**config.mk**
```make
export PLATFORM = sky130hd
export DESIGN_NAME = fu_wb_arbiter
export DESIGN_NICKNAME = d
export VERILOG_FILES = /design/src/rtl/core_pkg.sv /design/src/rtl/wb_rr_arbiter.sv /design/src/rtl/fu_wb_arbiter.sv
export SDC_FILE = /design/constraint.sdc
export NUM_CORES = 1
export LEC_CHECK = 0
export CORE_UTILIZATION = 44
export DETAILED_ROUTE_END_ITERATION = 6
export GPL_TIMING_DRIVEN = 0
export PLACE_DENSITY = 0.88
export SYNTH_ARGS = -nofsm -noshare
export SYNTH_HDL_FRONTEND = slang
export SYNTH_SLANG_ARGS = --single-unit
export TNS_END_PERCENT = 100
```
**constraint.sdc**
```tcl
create_clock -name clk -period 1.6 [get_ports clk]
set_input_delay 0.4 -clock clk [delete_from_list [all_inputs] [get_ports clk]]
set_output_delay 0.4 -clock clk [all_outputs]
set_load 0.02 [all_outputs]
```
**src/rtl/core_pkg.sv**
```systemverilog
// rtl/core_pkg.sv - shared core widths, functional-unit indices and write-back bundle
package core_pkg;
  localparam int XLEN    = 32;
  localparam int REGW    = 5;
  localparam int NUM_FU  = 5;
  localparam int FU_IDXW = $clog2(NUM_FU);

  localparam int FU_ALU  = 0;
  localparam int FU_JUMP = 1;
  localparam int FU_MEM  = 2;
  localparam int FU_MUL  = 3;
  localparam int FU_DIV  = 4;

  typedef struct packed {
    logic               valid;
    logic [REGW-1:0]    rd;
    logic [XLEN-1:0]    data;
    logic [FU_IDXW-1:0] fu;
  } wb_bundle_t;
endpackage

```
**src/rtl/wb_rr_arbiter.sv**
```systemverilog
// rtl/wb_rr_arbiter.sv - request vector to one-hot grant; rotating pointer when FU_WB_RR_EN is defined
module wb_rr_arbiter #(
  parameter int N  = 5,
  parameter int IW = $clog2(N)
) (
  input  logic          clk,
  input  logic          rst_n,
  input  logic [N-1:0]  req,
  output logic [N-1:0]  grant,
  output logic [IW-1:0] grant_idx
);

  always_comb begin
    grant_idx = '0;
    for (int i = 0; i < N; i++) begin
      if (grant[i]) grant_idx = IW'(i);
    end
  end

`ifdef FU_WB_RR_EN
  logic [IW-1:0] ptr_q;
  logic [N-1:0]  above;

  // requests at or above the pointer win; otherwise wrap to the lowest request
  always_comb begin
    above = req & ~((N'(1) << ptr_q) - N'(1));
    grant = (|above) ? (above & (-above)) : (req & (-req));
  end

  always_ff @(posedge clk or negedge rst_n) begin
    if (!rst_n) begin
      ptr_q <= '0;
    end else if (|req) begin
      ptr_q <= (grant_idx == IW'(N-1)) ? '0 : grant_idx + IW'(1);
    end
  end
`else
  logic unused_clk_rst;
  assign unused_clk_rst = clk ^ rst_n;
  assign grant = req & (-req);
`endif

endmodule

```
**src/rtl/fu_wb_arbiter.sv**
```systemverilog
// rtl/fu_wb_arbiter.sv - per-FU result slots arbitrated onto one write-back port (FU_WB_RR_EN selects round-robin)
module fu_wb_arbiter #(
  parameter int NUM_FU = core_pkg::NUM_FU,
  parameter int XLEN   = core_pkg::XLEN,
  parameter int REGW   = core_pkg::REGW
) (
  input  logic                       clk,
  input  logic                       rst_n,
  input  logic [NUM_FU-1:0]          fu_finish,
  input  logic [NUM_FU*XLEN-1:0]     fu_res,
  input  logic [NUM_FU*REGW-1:0]     fu_rd,
  output logic [NUM_FU-1:0]          fu_hold,
  output logic                       wb_valid,
  output logic                       wb_we,
  output logic [REGW-1:0]            wb_rd,
  output logic [XLEN-1:0]            wb_data,
  output logic [$clog2(NUM_FU)-1:0]  wb_fu,
  output logic                       ovf
);

  localparam int FW = $clog2(NUM_FU);

  logic [NUM_FU-1:0]    full_q;
  logic [NUM_FU-1:0]    grant;
  logic [FW-1:0]        grant_idx;
  logic [XLEN-1:0]      data_q [NUM_FU];
  logic [REGW-1:0]      rd_q   [NUM_FU];
  core_pkg::wb_bundle_t wb_q;
  logic                 ovf_q;

  wb_rr_arbiter #(.N(NUM_FU)) u_arb (
    .clk       (clk),
    .rst_n     (rst_n),
    .req       (full_q),
    .grant     (grant),
    .grant_idx (grant_idx)
  );

  // payload needs no reset: it is only observed while its full bit is set
  always_ff @(posedge clk) begin
    for (int i = 0; i < NUM_FU; i++) begin
      if (fu_finish[i]) begin
        data_q[i] <= fu_res[i*XLEN +: XLEN];
        rd_q[i]   <= fu_rd[i*REGW +: REGW];
      end
    end
  end

  always_ff @(posedge clk or negedge rst_n) begin
    if (!rst_n) begin
      full_q <= '0;
      ovf_q  <= 1'b0;
      wb_q   <= '0;
    end else begin
      // a finish on the granted slot refills it while the old payload leaves this edge
      full_q   <= fu_finish | (full_q & ~grant);
      if (|(fu_finish & full_q & ~grant)) ovf_q <= 1'b1;
      wb_q.valid <= |grant;
      if (|grant) begin
        wb_q.rd   <= rd_q[grant_idx];
        wb_q.data <= data_q[grant_idx];
        wb_q.fu   <= grant_idx;
      end
    end
  end

  assign fu_hold  = full_q & ~grant;
  assign wb_valid = wb_q.valid;
  assign wb_we    = wb_q.valid & (wb_q.rd != '0);
  assign wb_rd    = wb_q.rd;
  assign wb_data  = wb_q.data;
  assign wb_fu    = wb_q.fu;
  assign ovf      = ovf_q;

endmodule

```
Yosys cells after proc, flatten, opt, wreduce, memory -nomap -nowiden --
Memory sizes are Yosys's and may differ from the RTL's. A register that Yosys moved wholly into a read port is not among the register bits. Cells that the tools add are included.
Cells by class: add/subtract/negate cells 1, bitwise operators 7, reduce and logical (&&, ||, !) cells 5, mux-type cells 14
Operator list (count):
- 5-bit AND | 4
- 1-bit two-way mux | 11
- 5-bit OR reduction | 2
- 5-bit negation | 1
- 5-bit inverter | 1
- 5-bit bitwise OR | 1
- 5-bit nonzero test | 1
- 2-bit two-way mux | 2
- 3-bit two-way mux | 1
- 1-bit zero test | 2
- 1-bit AND | 1
Storage, ports and cells: bits in writable memories 185, flip-flop bits (word level) 10, output and inout bits 48, memories 2
Memories:
- data_q | depth 5, bits a word 32, rd ports 1, clocked after memory_dff 1, write ports 5, line fu_wb_arbiter.sv:26 | logic [XLEN-1:0] data_q [NUM_FU];
- rd_q | depth 5, bits a word 5, rd ports 1, clocked after memory_dff 1, write ports 5, line fu_wb_arbiter.sv:27 | logic [REGW-1:0] rd_q [NUM_FU];

Longest topological paths before layout --
depth after elaboration 6, gate-level depth with buffers 6

By module --
A second synthesis with hierarchy kept.
Second synthesis, totals: cells, all modules 438, area total of the unflattened synthesis 8674.6 µm²
Modules (own cells, without submodules):
- fu_wb_arbiter | cells an instance 426, instances 1, area each 8590.7 µm², sequential area each 6731.5 µm²
- wb_rr_arbiter | cells an instance 12, instances 1, area each 83.8 µm², sequential area each 0.0 µm²

Worst setup path after synthesis --
Ideal clock, no wire load.
kind reg-to-output, start point register full_q[0], end point output port fu_hold[4], setup slack -74 ps, arrival 1274 ps, required time 1200 ps, cell stages (with the launch flop) 4, cell sequence dfrtp_1 buf_2 or4_4 and2_1
On the way: cells in the longest elaborated chain, start to end 4
RTL lines:
- start: declaration | line fu_wb_arbiter.sv:23 | logic [NUM_FU-1:0] full_q;
- start signal: assignment | line fu_wb_arbiter.sv:56 | full_q <= fu_finish | (full_q & ~grant);
- 5-bit negation | line wb_rr_arbiter.sv:40 | assign grant = req & (-req);
- 5-bit AND | line wb_rr_arbiter.sv:40
- 5-bit inverter | line fu_wb_arbiter.sv:67 | assign fu_hold = full_q & ~grant;
- 5-bit AND | line fu_wb_arbiter.sv:67
- end: declaration | line fu_wb_arbiter.sv:12 | output logic [NUM_FU-1:0] fu_hold,
No other way between the ends.

Worst setup path in the final report --
Same ends and word-level chain as after synthesis.

==> flow_summary_export.csv <==
group,metric,value,unit
worst_setup_path,critPathMaxFanout,4,
drt,avgRoutedWirePerCell,22.8,um
placement,dp.final_hpwl,17.0,mm
sta,fin_ws,-583,ps
synthesis,async_reset_ff_share,20.3,%
drt,drt-initial-drc-count,345,
synthesis,yosysTopAreaCell,"edfxtp_1",
layout,antennaDiodeCount,0,
synthesis,synth.avg_cell_area,15.8,sq um
run_status,status,"finished, violations left",
sta,finalSetupTns,-19960,ps
worst_hold_path,min_path_type,"input port to flip-flop",
job,maxCapViolCount,0,
sta,drv_slew,0,
drt,ant_nets,0,
synthesis,synthFlopType,"edfxtp_1",
floorplanning,dieArea,0.0208,sq mm
pwr,power.density,1100,mW/mm^2
clock_network,clkSinkCount,232,
synthesis,synthCells,562,
synthesis,synth_common_cells,"edfxtp_1 (185), dfrtp_1 (47), nor2b_1 (39)",
drt,drt-vias-per-instance,5.35,
worst_setup_path,r2r_slack,-540,ps
synthesis,synth_enable_flop_cells,185,
synthesis,synth_area,0.00890,sq mm
synthesis,ys_ff_latch,232,
placement,place_congestion,0.773,
worst_setup_path,worstPathCellList,"or4_4 > and2_4 > buf_6",
sta,period_needed,2180,ps
drt,route.detailed.drc,0,
worst_setup_path,cp.arrival,1780,ps
synthesis,synth_most_common_cell,"edfxtp_1",
synthesis,ys_seq_area_share,75.6,%
worst_setup_path,max_stage_delay,520,ps
drt,vias,6129,
grt,grt_max_degree,35,
sta,finalCritPeriodShare,136,%
drt,wl,26.2,mm
synthesis,syn_nets,754,
sta,rsz0062_at_grt,"true",
grt,grt_overflow,0,
pwr,ir_worst_vdd,841,uV
grt,grt_first_pass_wirelength,37.5,mm
pwr,power_leakage,5.12,nW
clock_network,cts_max_level,1,
grt,grt_pass1_vias,6559,
sta,max_freq,458,MHz
run_status,failed_checks,"negative setup slack",
sta,worstMarginPinSlew,901,ps
worst_setup_path,required,1200,ps
synthesis,synth_top_area_share,62.4,%
sta,skew,16.9,ps
floorplanning,die_width,144,um
clock_network,cts_buffer_depth,3,
synthesis,yosysUniqueCellTypes,33,
floorplanning,ioPinCount,240,
worst_setup_path,critPathLaunchType,"flip-flop",
clock_network,path_clk_slew,70,ps
placement,portBuffers,238,
placement,placed_area,0.0117,sq mm
sta,max_slew_margin,39.9,%
drt,first_pass_iters,5,
worst_setup_path,crit_buf_inv,1,
worst_setup_path,cp-end-kind,"primary output",
clock_network,clk_latency,530,ps
layout,area_growth,49.2,%
pwr,power,0.0146,W
synthesis,synth-warning-count,0,
sta,finalSetupViolations,45,
layout,utilization,67.6,%
layout,layout-drive-gt1-share,23.0,%
layout,design_area,0.0133,sq mm
floorplanning,num_rows,51,
floorplanning,start_util,45.3,%
layout,fin_nets,1054,
worst_setup_path,crit_type,"flip-flop to primary output",
grt,grt_usage,25.0,%
sta,final-hold-violation-count,0,
clock_network,cts_made_buffers,25,
grt,grt_antenna_before_repair,0,
synthesis,yosys-top-cells-area,"edfxtp_1 (62%), dfrtp_1 (13%), mux2i_1 (4.2%), o31a_1 (3.6%), nor3b_1 (3.1%)",
worst_setup_path,cpLargestDelayFamily,"simple AND/OR/NAND/NOR gates",
worst_setup_path,crit_slowest_cell,"or4_4",
floorplanning,die_height,144,um
clock_network,cts_tree,"yes",
clock_network,cts_root_buf,"clkbuf_16",
floorplanning,coreArea,0.0197,sq mm
layer usage:
layer / vias to the layer above / GRT usage, % / wire length (um)
met5: - / 0 / 0
met4: 0 / 9.97 / 881
met3: 62 / 4.97 / 2030
met2: 284 / 44.8 / 13400
met1: 3034 / 29.4 / 9890
li1: 2749 / - / -
worst paths after layout:
kind,startpoint,endpoint,depth (start not counted)
max reg2reg,full_q[0]$_DFF_PN0_,wb_data[12]$_DFFE_PN0P_,9
min reg2reg,wb_fu[2]$_DFFE_PN0P_,wb_fu[2]$_DFFE_PN0P_,2
max in group asynchronous,rst_n,wb_data[8]$_DFFE_PN0P_,3
min in group asynchronous,rst_n,wb_data[4]$_DFFE_PN0P_,2
min,fu_finish[2],data_q[2][23]$_DFFE_PP_,1
max,full_q[0]$_DFF_PN0_,fu_hold[4],3
power breakdown:
| group | internal [W] | leakage (nW) | switching (W) |
|---|---|---|---|
| Clock | 0.00335 | 0.395 | 0.00230 |
| Sequential | 0.00707 | 2.35 | 0.000217 |
| Combinational | 0.000914 | 2.37 | 0.000773 |
cells in the final DEF, fill, tap and decap left out, types with 2 or more instances in the layout:
cell type        synthesis  layout
clkinv_2                 0       4
or2_2                    3       3
clkbuf_1                22      24
inv_1                    3       3
and2_4                   0       2
mux2i_1                 37      37
o31a_1                  37      37
clkinv_1                 0       2
o22ai_1                 37      28
edfxtp_1               185     185
clkdlybuf4s50_1          0     185
buf_2                    5      19
buf_1                    4       3
o21ai_4                  0      16
buf_6                    7      14
inv_6                    0       2
buf_12                   0      16
buf_16                   0       4
nand2_1                 38      38
o22ai_2                  0       9
dfrtp_2                  0       4
dfrtp_1                 47      43
o21ai_2                  0      21
clkbuf_8                 0       3
clkdlybuf4s15_2          0      23
clkbuf_16                0      26
buf_4                    2      17
nor3b_1                 37      37
clkbuf_2                 0      11
nor2b_1                 39      39
bufinv_16                0       2
worst register-to-register path, stage by stage (launching register included):
cell	delay, ps
dfrtp_2	430
buf_4	140
buf_6	110
buf_6	100
or4b_4	540
buf_12	170
buf_12	140
buf_12	140
o21ai_4	130
o22ai_2	100
timing repair:
item,in CTS,in global routing
cloned,3,1
pin swaps,18,25
endpoints found under the setup margin,87,55
resized for setup,230,63
endpoints found under the hold margin,24,0
hold buffers,1,0
buffers inserted,17,10
flip-flops by register name, indices dropped and copies added, names as in the netlist:
register	flops
wb_valid	1
full_q	5
wb_data	32
ovf	1
wb_rd	5
data_q	160
rd_q	25
wb_fu	3
cell families (layout without fill, tap and decap cells):
group / count (synthesis) / after routing / share of synthesized area (%)
AND/OR/NAND/NOR: 128 / 128 / 8.48
multiplexers: 37 / 37 / 4.16
other: 1 / 1 / 0.0421
flip-flops: 232 / 232 / 75.6
AO/OA/AOI/OAI: 121 / 121 / 9.11
buffers and inverters: 43 / 362 / 2.56
per-stage QoR:
step	hold slack (ps)	instances	setup WS, ps
floorplan	104	562	-13.9
global placement	475	1065	-1810
detailed placement	471	1071	-670
CTS	241	1137	-608
global route	248	1146	-622
finish	260	1146	-583
cell type report:
class	instances	area [sq um]
fillers	1354	6370
multi-input cells	287	2280
flip-flops and latches	232	6740
inverters	3	11.3
repair buffers	275	2830
clock inverters	10	105
clock buffers	36	697
well taps	265	332
plain buffers	38	284
No activity file was read; power rests on OpenSTA's default activity.
